## config.mk

```make
export PLATFORM = sky130hd
export DESIGN_NAME = sr04_echo_emulator_flat
export DESIGN_NICKNAME = d
export VERILOG_FILES = /design/src/rtl/sr04_echo_emulator_if.sv /design/src/rtl/sr04_echo_emulator.sv /design/src/flat_wrapper.sv
export SDC_FILE = /design/constraint.sdc
export NUM_CORES = 1
export LEC_CHECK = 0
export CAP_MARGIN = 20
export CORE_MARGIN = 1
export CORE_UTILIZATION = 56
export CTS_BUF_LIST = sky130_fd_sc_hd__clkbuf_8 sky130_fd_sc_hd__clkbuf_16
export CTS_CLUSTER_DIAMETER = 30
export CTS_CLUSTER_SIZE = 20
export DETAILED_ROUTE_END_ITERATION = 8
export PLACE_DENSITY = 0.79
export SYNTH_ARGS = -nofsm -noshare
export SYNTH_HDL_FRONTEND = slang
export SYNTH_SLANG_ARGS = --single-unit
export TNS_END_PERCENT = 50
```

## constraint.sdc

```tcl
create_clock -name clk -period 3.2 [get_ports clk]
set_input_delay 0.64 -clock clk [delete_from_list [all_inputs] [get_ports clk]]
set_output_delay 0.64 -clock clk [all_outputs]
set_load 0.005 [all_outputs]
```

## src/rtl/sr04_echo_emulator_if.sv

```systemverilog
// Trigger/echo link between a distance controller
// and the sensor end (emulator).
interface sr04_echo_emulator_if;
  logic       i_trigger;
  logic [8:0] i_dist_cm;
  logic       o_echo;
  logic       o_busy;
  logic [7:0] o_trig_cnt;

  modport master (
    output i_trigger,
    output i_dist_cm,
    input  o_echo,
    input  o_busy,
    input  o_trig_cnt
  );

  modport slave (
    input  i_trigger,
    input  i_dist_cm,
    output o_echo,
    output o_busy,
    output o_trig_cnt
  );
endinterface

```

## src/rtl/sr04_echo_emulator.sv

```systemverilog
// HC-SR04 sensor-end model: accepts a trigger pulse and
// answers with an echo whose width encodes a distance.
module sr04_echo_emulator #(
  parameter int CLK_DIV       = 100,
  parameter int TRIG_MIN_US   = 10,
  parameter int ECHO_DELAY_US = 200,
  parameter int US_PER_CM     = 58,
  parameter int MAX_CM        = 400,
  parameter int TIMEOUT_US    = 38000,
  parameter int COOLDOWN_US   = 10000
) (
  input  logic                 clk,
  input  logic                 rst,
  sr04_echo_emulator_if.slave  bus
);
  localparam int PW = (CLK_DIV > 1) ? $clog2(CLK_DIV) : 1;

  typedef enum logic [2:0] {
    S_IDLE,
    S_TRIG,
    S_BURST,
    S_ECHO,
    S_COOL
  } state_t;

  state_t        r_state;
  logic          r_sync1;
  logic          r_sync2;
  logic          r_trig_d;
  logic [PW-1:0] r_pre;
  logic [15:0]   r_us;
  logic [15:0]   r_len;
  logic          r_echo;
  logic          r_busy;
  logic [7:0]    r_cnt;

  logic          w_tick;
  logic          w_rise;
  logic          w_oor;
  logic [15:0]   w_us_nxt;
  logic [15:0]   w_prod;
  logic [15:0]   w_len;

  assign w_tick = (r_pre == PW'(CLK_DIV - 1));
  assign w_rise = r_sync2 & ~r_trig_d;

  // us count including the current cycle; saturates
  assign w_us_nxt = (w_tick && r_us != 16'hFFFF)
                  ? r_us + 16'd1 : r_us;

  assign w_prod = 16'(bus.i_dist_cm) * 16'(US_PER_CM);
  assign w_oor  = (bus.i_dist_cm == 9'd0)
               || (16'(bus.i_dist_cm) > 16'(MAX_CM));
  assign w_len  = w_oor ? 16'(TIMEOUT_US) : w_prod;

  always_ff @(posedge clk or posedge rst) begin
    if (rst) begin
      r_state  <= S_IDLE;
      r_sync1  <= 1'b0;
      r_sync2  <= 1'b0;
      r_trig_d <= 1'b0;
      r_pre    <= '0;
      r_us     <= '0;
      r_len    <= '0;
      r_echo   <= 1'b0;
      r_busy   <= 1'b0;
      r_cnt    <= '0;
    end else begin
      r_sync1  <= bus.i_trigger;
      r_sync2  <= r_sync1;
      r_trig_d <= r_sync2;
      r_pre    <= w_tick ? '0 : r_pre + PW'(1);
      r_us     <= w_us_nxt;
      unique case (r_state)
        S_IDLE: begin
          if (w_rise) begin
            r_state <= S_TRIG;
            r_busy  <= 1'b1;
            r_pre   <= '0;
            r_us    <= '0;
          end
        end
        S_TRIG: begin
          if (!r_sync2) begin
            r_pre <= '0;
            r_us  <= '0;
            if (w_us_nxt >= 16'(TRIG_MIN_US)) begin
              r_state <= S_BURST;
              r_len   <= w_len;
              r_cnt   <= r_cnt + 8'd1;
            end else begin
              r_state <= S_IDLE;
              r_busy  <= 1'b0;
            end
          end
        end
        S_BURST: begin
          if (w_tick && w_us_nxt == 16'(ECHO_DELAY_US)) begin
            r_state <= S_ECHO;
            r_echo  <= 1'b1;
            r_pre   <= '0;
            r_us    <= '0;
          end
        end
        S_ECHO: begin
          if (w_tick && w_us_nxt == r_len) begin
            r_state <= S_COOL;
            r_echo  <= 1'b0;
            r_pre   <= '0;
            r_us    <= '0;
          end
        end
        S_COOL: begin
          if (w_tick && w_us_nxt == 16'(COOLDOWN_US)) begin
            r_state <= S_IDLE;
            r_busy  <= 1'b0;
            r_pre   <= '0;
            r_us    <= '0;
          end
        end
        default: begin
          r_state <= S_IDLE;
          r_busy  <= 1'b0;
          r_echo  <= 1'b0;
        end
      endcase
    end
  end

  assign bus.o_echo     = r_echo;
  assign bus.o_busy     = r_busy;
  assign bus.o_trig_cnt = r_cnt;
endmodule

```

## src/flat_wrapper.sv

```systemverilog
// flat-port wrapper written by rule: the top's interface ports become plain ports
module sr04_echo_emulator_flat 
#(
  parameter int CLK_DIV       = 100,
  parameter int TRIG_MIN_US   = 10,
  parameter int ECHO_DELAY_US = 200,
  parameter int US_PER_CM     = 58,
  parameter int MAX_CM        = 400,
  parameter int TIMEOUT_US    = 38000,
  parameter int COOLDOWN_US   = 10000
)
  (clk, rst, bus_i_trigger, bus_i_dist_cm, bus_o_echo, bus_o_busy, bus_o_trig_cnt);
  sr04_echo_emulator_if bus_i ();
  input  logic clk;
  input  logic rst;
  input wire logic [$bits(bus_i.i_trigger)-1:0] bus_i_trigger;
  input wire logic [$bits(bus_i.i_dist_cm)-1:0] bus_i_dist_cm;
  output wire logic [$bits(bus_i.o_echo)-1:0] bus_o_echo;
  output wire logic [$bits(bus_i.o_busy)-1:0] bus_o_busy;
  output wire logic [$bits(bus_i.o_trig_cnt)-1:0] bus_o_trig_cnt;
  assign bus_i.i_trigger = bus_i_trigger;
  assign bus_i.i_dist_cm = bus_i_dist_cm;
  assign bus_o_echo = bus_i.o_echo;
  assign bus_o_busy = bus_i.o_busy;
  assign bus_o_trig_cnt = bus_i.o_trig_cnt;
  sr04_echo_emulator #(.CLK_DIV(CLK_DIV), .TRIG_MIN_US(TRIG_MIN_US), .ECHO_DELAY_US(ECHO_DELAY_US), .US_PER_CM(US_PER_CM), .MAX_CM(MAX_CM), .TIMEOUT_US(TIMEOUT_US), .COOLDOWN_US(COOLDOWN_US)) u_core (.clk(clk), .rst(rst), .bus(bus_i));
endmodule
```

======== Word-level counts from Yosys, hierarchy flattened ========
Cells that the tools add are included.
cells by class
  $add $sub $neg .......................... 3
  eq/ne operators ......................... 15
  $lt $le $gt $ge ......................... 2
  mux-type cells .......................... 30
  bitwise operators ....................... 5
  multipliers ............................. 1
  reductions and logical operators ........ 13
operators by type and width
  cell                                                                 number
  two-way mux 16 bit                                                   7
  one-hot mux 16 bit (5 select lines)                                  1
  two-way mux 7 bit                                                    6
  one-hot mux 7 bit (5 select lines)                                   1
  adder 16 x 1 -> 16 bit (second input constant)                       1
  equality test 16 x 14 -> 1 bit (second input constant)               1
  equality test 16 bit                                                 1
  equality test 16 x 8 -> 1 bit (second input constant)                1
  greater-or-equal comparator 16 x 4 -> 1 bit (second input constant)  1
  inequality test 16 bit (second input constant)                       1
  two-way mux 3 bit                                                    5
  one-hot mux 3 bit (5 select lines)                                   1
  multiplier 9 x 5 -> 14 bit (second input constant)                   1
  AND reduction 5 bit                                                  2
  > comparator 9 bit (second input constant)                           1
  zero test 9 bit                                                      1
  adder 8 x 1 -> 8 bit (second input constant)                         1
  inequality test 2 x 1 -> 1 bit (second input constant)               4
  adder 7 x 1 -> 7 bit (second input constant)                         1
  equality test 7 bit (second input constant)                          1
  equality test 3 x 2 -> 1 bit (second input constant)                 2
  two-way mux 1 bit                                                    6
  AND reduction 3 bit                                                  2
  logical AND 1 bit                                                    4
  12 further kinds                                                     16
word-level totals
  output and inout port bits .............. 10
  register bits after elaboration ......... 55
  logic and storage cells ................. 79
  input bits .............................. 12

======== Longest topological paths before layout ========
  depth after elaboration ................. 7
  depth in mapped cells ................... 16
  depth with buffers taken out ............ 16

======== Worst setup path before layout ========
No wires, ideal clock.
  kind .................................... in2reg
  start point ............................. input port bus_i_dist_cm[1]
  end point ............................... register u_core.r_len[14]
  path buffers ............................ 0
  required time ........................... 3.068 ns
  setup time .............................. 0.132 ns
  setup slack ............................. -0.598 ns
  data arrival time ....................... 3.666 ns
  cell stages on the path ................. 15
  cells stage by stage .................... inv_1 > fa_1 > inv_1 > ha_1 > fa_1 > ha_1 > a21o_1 > a21oi_1 > o21bai_1 > a21oi_1 > o21ai_0 > a21o_1 > a21oi_1 > xnor2_1 > o22ai_1
between the ends
  longest elaborated chain between the ends .. 3
  elaborated cells on any way between the ends .. 5
  classes of those cells .................. 1 x mul; 1 x order compare; 1 x mux; 2 x reduce/logical
ends and longest elaborated chain
  element                                                             RTL line                  text
  from (decl)                                                         flat_wrapper.sv:17        input wire logic [$bits(bus_i.i_dist_cm)-1:0] bus_i_dist_cm;
  branches (longest 2 deep; another with multiplier 9 x 5 -> 14 bit)  --
  two-way mux 16 bit *                                                sr04_echo_emulator.sv:54  assign w_len = w_oor ? 16'(TIMEOUT_US) : w_prod;
  to (signal assigned)                                                sr04_echo_emulator.sv:89  r_len <= w_len;
  to (decl)                                                           sr04_echo_emulator.sv:32  logic [15:0] r_len;
Every way passes the cells marked *.
A chain may end at the register's enable or synchronous reset.

======== Final worst setup path ========
  start point ............................. input port bus_i_dist_cm[2]
  end point ............................... register u_core.r_len[13]
Same word-level chain as after synthesis.

==> results.tsv <==
metric	value	unit
main flop type after synthesis	dfrtp_1	
io pins	22	
most frequent cells in the layout	buf_4, dfrtp_1, inv_1, nand2_1, ha_1	
Mapped Nets	591	
via count	5071	
Area Overhead vs Synth	47.3	%
Critical Path AT	3.71	ns
gr ovfl total	0	
maxcap violations	0	
core area	7890	um^2
Post-synth EDFFs	0	
violations in the final reports	setup timing	
synth unique cells	69	
register area share after synthesis	0.290	
global-route wire length before repair	25500	um
Leakage	3.04	nW
Routed Antenna Nets	0	
Hold Crit Class	reg2reg	
RSZ-0062 raised after global routing	true	
GRT met3 Usage	0.0854	
initial antenna violation count	1	
Slew HR	0.417	
met1 usage	0.498	
utilization after layout	0.869	
share of cells above drive strength 1	0.403	
fmax	0.285	GHz
Routed WL per cell	21.3	um
Setup crit start	bus_i_dist_cm[2]	
crit share post-route	1.10	
# setup viols final	43	
CP required	3.41	ns
status	complete, but fails checks	
Initial Util	0.590	
1st-pass router iterations	6	
Worst Skew	0.00892	ns
asr flop ratio synth	1.00	
Critical Path End Type	flop	
most common cell after layout, fill and taps aside	buf_4	
layer with the highest usage	met2	
Tot GR Track Use	0.386	
Power per Cell Area	335	nW/um^2
worst-skew pair later-pin latency	0.32	ns
CTS sink cnt	54	
Root Buffer	clkbuf_8	
Worst-Margin Slew	0.867	ns
final worst slack	-0.310	ns
Iteration-0 DRC Markers	661	
Crit Path Class	in2reg	
CTS tree	done	
Die Width	93.1	um
Post-DP HPWL	11100	um
Clk pin slew, worst setup/hold paths	0.11	ns
final cell count without fillers	779	
Synth Warn #	0	
number of global-route vias before repair	4917	
synthesized instance count	528	
CP max FO	3	
GRT met2 Usage	0.630	
Inserted Diodes	0	
Port-buffer cells	21	
hold wc startpoint	u_core.r_sync1	
Syn Area/Cell	8.81	um^2
Post-Route WL	16600	um
gpl congestion	0.972	
Clock Path Buffers	2	
Startpoint Class	input pin	
largest net degree at the start of global routing	55	
minimum clock period	3.51	ns
Die ar.	8680	um^2
Design Power	2.30	mW
worst flop-to-flop path startpoint	u_core.r_pre[4]	
Mapped Area	4650	um^2
final count of hold timing violations	0	
Die H	93.1	um
Peak VDD IR	0.343	mV
H-tree lvl count	2	
Cell Rows	32	
total CTS buffers	5	
Final Max Tran Viols	0	
Yosys reg bits	54	
placed cell count	742	
nets	739	
number of remaining DRC errors	0	
Vias/cell	6.51	
cell usage after synthesis (all sizes together) (6+ instances only):
cell type,count,area [um^2]
nor3,12,70.1
dfrtp,54,1350
nand4,17,106
nand3,24,120
a211oi,15,130
xnor2,28,245
fa,13,260
a31oi,7,43.8
o21ai,22,110
ha,38,475
nor2b,7,43.8
o211ai,7,52.6
nand2,34,128
and3,7,43.8
and4,6,52.6
clkbuf,19,71.3
nor2,46,173
inv,43,161
nor4,11,90.1
a21oi,23,115
xor2,13,114
worst max-delay path, stage by stage:
cell,delay (ns)
clkdlybuf4s15_2,0.19
inv_2,0.06
fa_1,0.54
inv_2,0.06
ha_4,0.21
fa_1,0.53
ha_4,0.22
buf_6,0.12
a21oi_4,0.13
o21bai_2,0.09
a21oi_2,0.19
o21ai_2,0.09
a21o_1,0.20
a21oi_2,0.16
xor2_1,0.19
o22ai_1,0.11
cell type report:
cell class	instances	area (um^2)
multi-input cells	410	3690
repair buffers	162	1420
flip-flops and latches	54	1350
fillers	389	1040
inverters	43	168
well taps	102	128
clock buffers	6	82.6
clock inverters	2	16.3
state kept, by name (all words and copies together) (netlist names):
name / cells
u_core.r_trig_d: 1
u_core.r_state: 3
u_core.bus.o_echo: 1
u_core.bus.o_trig_cnt: 8
u_core.r_sync2: 1
u_core.r_us: 16
u_core.r_pre: 7
u_core.r_len: 15
u_core.bus.o_busy: 1
u_core.r_sync1: 1
repair_timing:
item                                    CTS  global route
cloned                                    2             0
hold buffers                              0             0
endpoints found under the setup margin   44            45
pin swaps                                60            55
setup buffers                            27             9
gates resized for setup                  79            78
kinds of logic (layout without fill, tap and decap cells):
group / Yosys count / count (layout) / synth area share
AOI/OAI and AO/OA: 117 / 117 / 0.173
xor gates and xnor gates: 42 / 42 / 0.0820
adders and majority gates: 51 / 51 / 0.158
buffers and inverters: 64 / 213 / 0.0527
DFF: 54 / 54 / 0.290
muxes: 9 / 9 / 0.0207
and+or+nand+nor: 191 / 191 / 0.222
path summary, 6_finish.rpt:
check	end	slack, ns	depth (start not counted)
min	u_core.r_sync2	0.39	0
max reg2reg	u_core.r_pre[1]	-0.29	15
max	u_core.r_len[13]	-0.31	16
min reg2reg	u_core.r_sync2	0.39	0
max in group asynchronous	u_core.r_us[3]	2.26	3
min in group asynchronous	u_core.r_sync1	0.68	3
power by group:
group | switching [mW] | internal, mW | total, mW
Sequential | 0.0404 | 0.716 | 0.756
Clock | 0.255 | 0.179 | 0.434
Combinational | 0.544 | 0.561 | 1.10
Total | 0.840 | 1.46 | 2.30
routing by layer:
layer | share of wire | vias up
li1 | - | 2200
met2 | 0.46 | 339
met3 | 0.098 | 110
met1 | 0.39 | 2420
met5 | 0.00078 | -
met4 | 0.048 | 2
stage by stage:
stage	hold WS (ns)	instance area, um^2	setup WS [ns]	setup TNS (ns)
6_report	0.394	6850	-0.310	-8.21
3_5_place_dp	0.368	5870	-1.10	-13.17
2_1_floorplan	0.331	4730	-0.352	-1.12
5_1_grt	0.411	6850	-0.360	-12.17
3_3_place_gp	0.357	5870	-0.975	-11.16
4_1_cts	0.391	6520	-0.313	-3.36
Note: power is estimated with default switching activity, not from simulation.
